[config.mk]
export PLATFORM = sky130hd
export DESIGN_NAME = oam_dma
export DESIGN_NICKNAME = d
export VERILOG_FILES = /design/src/rtl/nes_bus_pkg.sv /design/src/rtl/dma_bus_mux.sv /design/src/rtl/oam_dma.sv
export SDC_FILE = /design/constraint.sdc
export NUM_CORES = 1
export LEC_CHECK = 0
export ABC_AREA = 1
export BUFFER_PORTS_ARGS = -buffer_cell sky130_fd_sc_hd__clkbuf_2
export CORE_ASPECT_RATIO = 0.7
export CORE_UTILIZATION = 44
export CTS_CLUSTER_DIAMETER = 50
export CTS_CLUSTER_SIZE = 16
export DETAILED_ROUTE_END_ITERATION = 7
export MAX_ROUTING_LAYER = met4
export PLACE_DENSITY = 0.8
export SYNTH_ARGS = -nofsm -noshare
export SYNTH_HDL_FRONTEND = slang
export SYNTH_HIERARCHICAL = 1
export SYNTH_SLANG_ARGS = --single-unit
[constraint.sdc]
create_clock -name clk -period 1.4 [get_ports clk]
set_clock_uncertainty 0.05 [all_clocks]
set_input_delay 0.14 -clock clk [delete_from_list [all_inputs] [get_ports clk]]
set_output_delay 0.14 -clock clk [all_outputs]
set_load 0.03 [all_outputs]
[src/rtl/nes_bus_pkg.sv]
// Shared definitions for masters on the NES system memory bus.
// Holds the DMA state encoding, fixed register addresses and the bus request struct.
package nes_bus_pkg;

  localparam logic [15:0] ADDR_OAMDMA  = 16'h4014;
  localparam logic [15:0] ADDR_OAMDATA = 16'h2004;

  typedef enum logic [2:0] {
    IDLE  = 3'd0,
    HALT  = 3'd1,
    ALIGN = 3'd2,
    READ  = 3'd3,
    WRITE = 3'd4
  } dma_state_t;

  typedef struct packed {
    logic [15:0] addr;
    logic [7:0]  wdata;
    logic        we;
    logic        re;
  } bus_req_t;

endpackage

[src/rtl/dma_bus_mux.sv]
// Combinational selector between the CPU and a DMA master on the shared bus.
// Any future DMA master (e.g. DMC) can reuse it with its own select.
module dma_bus_mux
  import nes_bus_pkg::*;
(
  input  logic     dma_sel,
  input  bus_req_t cpu_req,
  input  bus_req_t dma_req,
  output bus_req_t bus_req
);

  assign bus_req = dma_sel ? dma_req : cpu_req;

endmodule

[src/rtl/oam_dma.sv]
// Sprite DMA: on a CPU write to $4014 it halts the CPU and copies one 256-byte
// page to the OAM data port with alternating read/write bus cycles.
module oam_dma
  import nes_bus_pkg::*;
#(
  parameter logic [15:0] DMA_TRIG_ADDR = ADDR_OAMDMA,
  parameter logic [15:0] OAM_DATA_ADDR = ADDR_OAMDATA
) (
  input  logic        clk,
  input  logic        rst,
  input  logic [15:0] cpu_mem_addr,
  input  logic [7:0]  cpu_mem_data_out,
  input  logic        cpu_mem_write_en,
  input  logic        cpu_mem_read_en,
  input  logic [7:0]  mem_data_in,
  output logic [15:0] mem_addr,
  output logic [7:0]  mem_data_out,
  output logic        mem_write_en,
  output logic        mem_read_en,
  output logic        halt,
  output logic        dma_active
);

  dma_state_t  state, state_nxt;
  logic        cyc_par;
  logic [7:0]  page;
  logic [7:0]  idx;
  logic        trig;
  bus_req_t    cpu_req, dma_req, bus_req;

  assign trig = cpu_mem_write_en && (cpu_mem_addr == DMA_TRIG_ADDR);

  always_ff @(posedge clk or posedge rst) begin
    if (rst) begin
      state   <= IDLE;
      cyc_par <= 1'b0;
      page    <= 8'h00;
      idx     <= 8'h00;
    end else begin
      state   <= state_nxt;
      cyc_par <= ~cyc_par;
      if (state == IDLE && trig) begin
        page <= cpu_mem_data_out;
        idx  <= 8'h00;
      end else if (state == WRITE) begin
        idx <= idx + 8'd1;
      end
    end
  end

  // Next state and DMA-side bus request; CPU inputs only matter in IDLE.
  always_comb begin
    state_nxt     = state;
    dma_req       = '0;
    case (state)
      IDLE:  if (trig) state_nxt = HALT;
      HALT:  state_nxt = cyc_par ? ALIGN : READ;
      ALIGN: state_nxt = READ;
      READ: begin
        dma_req.addr = {page, idx};
        dma_req.re   = 1'b1;
        state_nxt    = WRITE;
      end
      WRITE: begin
        dma_req.addr  = OAM_DATA_ADDR;
        dma_req.wdata = mem_data_in;
        dma_req.we    = 1'b1;
        state_nxt     = (idx == 8'hFF) ? IDLE : READ;
      end
      default: state_nxt = IDLE;
    endcase
  end

  assign dma_active = (state != IDLE);
  assign halt       = dma_active;

  always_comb begin
    cpu_req.addr  = cpu_mem_addr;
    cpu_req.wdata = cpu_mem_data_out;
    cpu_req.we    = cpu_mem_write_en;
    cpu_req.re    = cpu_mem_read_en;
  end

  dma_bus_mux u_mux (
    .dma_sel (dma_active),
    .cpu_req (cpu_req),
    .dma_req (dma_req),
    .bus_req (bus_req)
  );

  assign mem_addr     = bus_req.addr;
  assign mem_data_out = bus_req.wdata;
  assign mem_write_en = bus_req.we;
  assign mem_read_en  = bus_req.re;

endmodule

Word level (Yosys, flattened, before mapping)
Cells that the tools add are included.

Register bits: 20. Input port bits: 36. Output and inout port bits: 28.

Add/sub/neg operators: 1. Eq/ne operators: 7. Muxes and demuxes: 10. Bitwise operators: 1. Reductions and logical operators: 5.

Operators with widths (number): $pmux 16 s2 (1); $mux 26 (1); $eq 16x15->1 const B (1); $mux 8 (2); $pmux 3 s5 (1); $mux 9 (1); $add 8x1->8 const B (1); $eq 8x8->1 const B (1); $eq 3x2->1 const B (2); $eq 3x1->1 const B (1); $eq 3x3->1 const B (1); $logic_not 3->1 (1); $mux 3 (1); $reduce_bool 3->1 (1); $logic_and 1x1->1 (2); $mux 1 (2); $mux 2 (1); $ne 2x2->1 const B (1); $reduce_bool 2->1 (1); $not 1->1 (1).

Logic depth before layout (Yosys ltp)
Depth in word-level cells: 4. Gate-level depth with buffers: 9. Depth with buffers taken out: 7.

By module
The synthesis kept the hierarchy.

Modules (own cells, without submodules): oam_dma (times used 1, cells an instance 180, area an instance 1239.9 µm², sequential area each 500.5 µm²); dma_bus_mux (times used 1, cells an instance 84, area an instance 372.9 µm², sequential area each 0.0 µm²).

Worst setup path before layout
OpenSTA, ideal clock, no wires.

Kind: reg-to-output. Start: register state[1]. End: output mem_addr[0]. Arrival: 1.632 ns. Required time: 1.210 ns. Slack: -0.422 ns. Cell stages (with the launch flop): 10. Path buffers: 2. Cell sequence: dfrtp_1 nor2_2 inv_1 nor2_2 inv_1 buf_6 inv_8 buf_8 nand2_1 nand2_1.

RTL lines: from (decl) (line oam_dma.sv:24) `dma_state_t state, state_nxt;`; from (signal assigned) (line oam_dma.sv:40) `state <= state_nxt;`; $reduce_bool 3->1 (line oam_dma.sv:74) `assign dma_active = (state != IDLE);`; named net dma_active (line oam_dma.sv:21) `output logic dma_active`; $mux 26 (line dma_bus_mux.sv:12) `assign bus_req = dma_sel ? dma_req : cpu_req;`; to (decl) (line oam_dma.sv:16) `output logic [15:0] mem_addr,`.

The timed path passes the listed nets, and every way through them passes these cells.

Worst setup path in the final report
Start: register state[0]. End: output mem_addr[14].

Longest elaborated chain between the ends: 3.

Ends and longest elaborated chain: $eq 3x3->1 or $eq 3x2->1 (tied branches) (line oam_dma.sv:55) `case (state)`; $pmux 16 s2 (line oam_dma.sv:55); $mux 26 * (line dma_bus_mux.sv:12).

Mark *: on every way between the ends. The rest lies on a longest branch, timed or not.

==> summary.txt <==
Floorplan
  – Die width: 74.36 µm
  – IO Pins: 64
  – Core ar.: 3318 µm²
  – DIE AREA: 3915 µm²
  – Chip height: 52.66 µm
  – # rows: 17
  – Starting Density: 0.4860

Timing
  – Min Hold Slack: 0.06493 ns
  – Max-slew violations: 0
  – Unrepaired setup endpoints after global routing: yes
  – Final setup margin: -0.4320 ns
  – Slew headroom: 0.8171
  – Setup TNS: -13.14 ns
  – Worst-Margin Slew: 0.2744 ns
  – Maximum clock frequency: 0.5459 GHz
  – Hold Vio Cnt, Final: 0
  – Final-report setup violation count: 45
  – Tcrit/Tclk final: 1.309
  – Tmin final: 1.832 ns

Setup path
  – Critical setup path kind: reg2out
  – Worst r2r src: state[0]$_DFFE_PP0P_
  – Crit. Startpoint: state[0]$_DFFE_PP0P_
  – Crit start category: register
  – Critical path's slowest cell: dfrtp_2
  – CP arrival: 1.64 ns
  – WP buf/inv: 4
  – Crit path capture type: primary output
  – CP cell instances: nor2_4, inv_2, nor2_4, inv_6, buf_12, nand2_2, nand2_4, clkbuf_4
  – Largest delay share family, worst path: buffers and inverters
  – Worst Path Required: 1.21 ns
  – Flop2flop setup slack: -0.18 ns
  – Delay of the slowest critical-path stage: 0.44 ns
  – Max FO, Critical Path: 15
  – Most used cell, CP: nor2_4

Detailed routing
  – First-pass DRT Iterations: 4
  – Final antenna-violating net count: 0
  – Drt initial violations: 137
  – Routed wire length: 5481 µm
  – DRC: 0
  – Vias/cell: 5.125
  – Via count: 2009
  – Routed len/inst: 13.98 µm

Clock tree
  – Htree depth: 1
  – CTS tree: built
  – CTS clock-pin slew for the worst setup and hold paths: 0.08 ns
  – CTS Buf Count: 3
  – Root Driver: clkbuf_8
  – Sink Count: 20
  – Clock latency on the worst-skew pair: 0.27 ns
  – Clk buf depth: 2

Final layout
  – Syn-to-layout area delta: 66.02%
  – Diodes inserted: 0
  – Total Nets Final: 383
  – Fin util: 0.8069
  – Share of post-route cells with drive strength above 1: 0.5391

Pwr
  – P per Cell Area: 428.7 nW/µm²
  – Tot Pwr: 0.001148 W
  – LEAKAGE: 1.414 nW
  – Max IR drop VDD: 0.6144 mV

Placed design
  – Post-DP HPWL: 3455 µm
  – Buffers on Ports: 63
  – GP Congestion: 0.8700

Synth
  – YS warnings: 6
  – Yosys cell types: 26
  – Synthesized area: 1613 µm²
  – Area leader, netlist: dfrtp_1
  – Register bit total from synthesis: 20
  – Post-synthesis sequential area ratio: 0.3103
  – Syn avg cell area: 6.109 µm²
  – Top FF cell, synth: dfrtp_1
  – Post-synth EDFFs: 0
  – Synth top area share: 0.3103
  – Async set-or-reset flop fraction in the synthesized netlist: 1.000
  – Mapped Nets: 301
  – Synth top area cells: dfrtp_1 31%, nand2_1 26%, nor2_1 11%
  – Synth Instances: 264

Global routing
  – Largest net degree at the start of global routing: 21
  – Initial antenna violation count: 0
  – Gr ovfl total: 0
  – Vias in the first global route: 1770
  – Total GRT Usage: 0.2872
  – First-pass GRT wire length: 8231 µm

Outcome
  – Outcome: finished with violations
  – Violated checks: setup timing

Job
  – Max-Cap Viols: 0

Min path
  – Hold Path Class: in2reg
  – Hold Startpoint: cpu_mem_data_out[3]
[repair_timing]
item / 4_1_cts / 5_1_grt
resized for setup: 76 / 22
pin swaps: 3 / 2
cloned: 1 / 0
endpoints found under the setup margin: 42 / 46
hold endpoints to repair: 20 / 0
hold buffers: 1 / 0
buffers inserted: 2 / 5
[per-layer routing]
metal / vias up / wire [µm] / global-route usage
li1: 966 / - / -
met1: 964 / 2418 / 0.3906
met2: 73 / 2692 / 0.4520
met3: 6 / 327 / 0.05577
met4: 0 / 44 / 0.04403
met5: - / 0 / -
[cell type report]
type,instances,area [µm²]
multi-input cells,200,1244
fillers,225,640.6
clock buffers,4,55.05
repair inverters,1,16.27
flip-flops and latches,20,503.0
well taps,47,58.81
inverters,34,145.1
repair buffers,86,655.6
[power by group]
part           total, W  switching (W)  internal, W
clock          0.000461       0.000210     0.000251
sequential     0.000578    0.000000393     0.000577
combinational  0.000109      0.0000602    0.0000484
total           0.00115       0.000271     0.000877
[through the flow]
stage               instances  cell area [µm²]  worst slack (ns)
floorplan                 264             1831           -0.1456
global placement          379             2252           -0.1136
finish                    392             2678           -0.4320
global route              392             2678           -0.4734
detailed placement        379             2252           -0.1468
CTS                       387             2580           -0.3696
[cells by family (layout without fill, tap and decap cells)]
logic type	count (synthesis)	after routing	synth area share
simple gates	189	189	0.5027
buf+inv	44	125	0.1396
flops	20	20	0.3103
compound gates	7	7	0.02327
xor+xnor	3	3	0.01629
fa+ha+maj	1	1	0.007757
[sequential cells by signal, indices dropped and copies added (netlist names)]
signal and flops:
idx 8, page 8, state 3, cyc_par 1
[tightest hold or removal path, stage by stage]
cell,delay (ns)
clkbuf_2,0.09
nand4_1,0.08
nand2_1,0.05
[cell usage after synthesis, drive strengths merged (2+ instances only)]
master / count
nand2: 117
nor2: 50
inv: 34
dfrtp: 20
buf: 10
nand4: 10
nand3: 7
o21ai: 4
nor3: 3
xor2: 3
a21oi: 2
[path summary, 6_finish.rpt]
path / cells after the start / end
worst min register to register: 1 / cyc_par$_DFF_PP0_
max in group asynchronous: 4 / state[0]$_DFFE_PP0P_
worst max register to register: 9 / idx[5]$_DFFE_PP0P_
worst max-delay path: 8 / mem_addr[14]
worst min-delay path: 3 / page[3]$_DFFE_PP0P_
min in group asynchronous: 4 / idx[6]$_DFFE_PP0P_
[layout by cell type (no fill, tap or decap)]
| cell | instances |
|---|---|
| nand2_1 | 49 |
| nor2_2 | 13 |
| a21oi_1 | 2 |
| inv_6 | 1 |
| clkbuf_4 | 18 |
| nor2_1 | 33 |
| nand4_1 | 10 |
| or2_0 | 1 |
| inv_12 | 1 |
| inv_1 | 29 |
| o21ai_1 | 1 |
| nand2_4 | 26 |
| buf_4 | 19 |
| xor2_1 | 3 |
| buf_12 | 2 |
| o21ai_2 | 1 |
| nand2_2 | 41 |
| nor2_4 | 4 |
| nand3_4 | 1 |
| dlygate4sd3_1 | 1 |
| nand2_8 | 1 |
| clkbuf_2 | 35 |
| nor3_1 | 1 |
| nand3_1 | 6 |
| dfrtp_1 | 18 |
| buf_8 | 1 |
| dfrtp_2 | 2 |
| ha_1 | 1 |
| o21ai_0 | 2 |
| and2_0 | 1 |
| clkbuf_8 | 14 |
| inv_2 | 3 |
| a22oi_1 | 1 |
| nor3_4 | 2 |
| clkinv_8 | 1 |
Note: power is estimated with default switching activity, not from simulation.
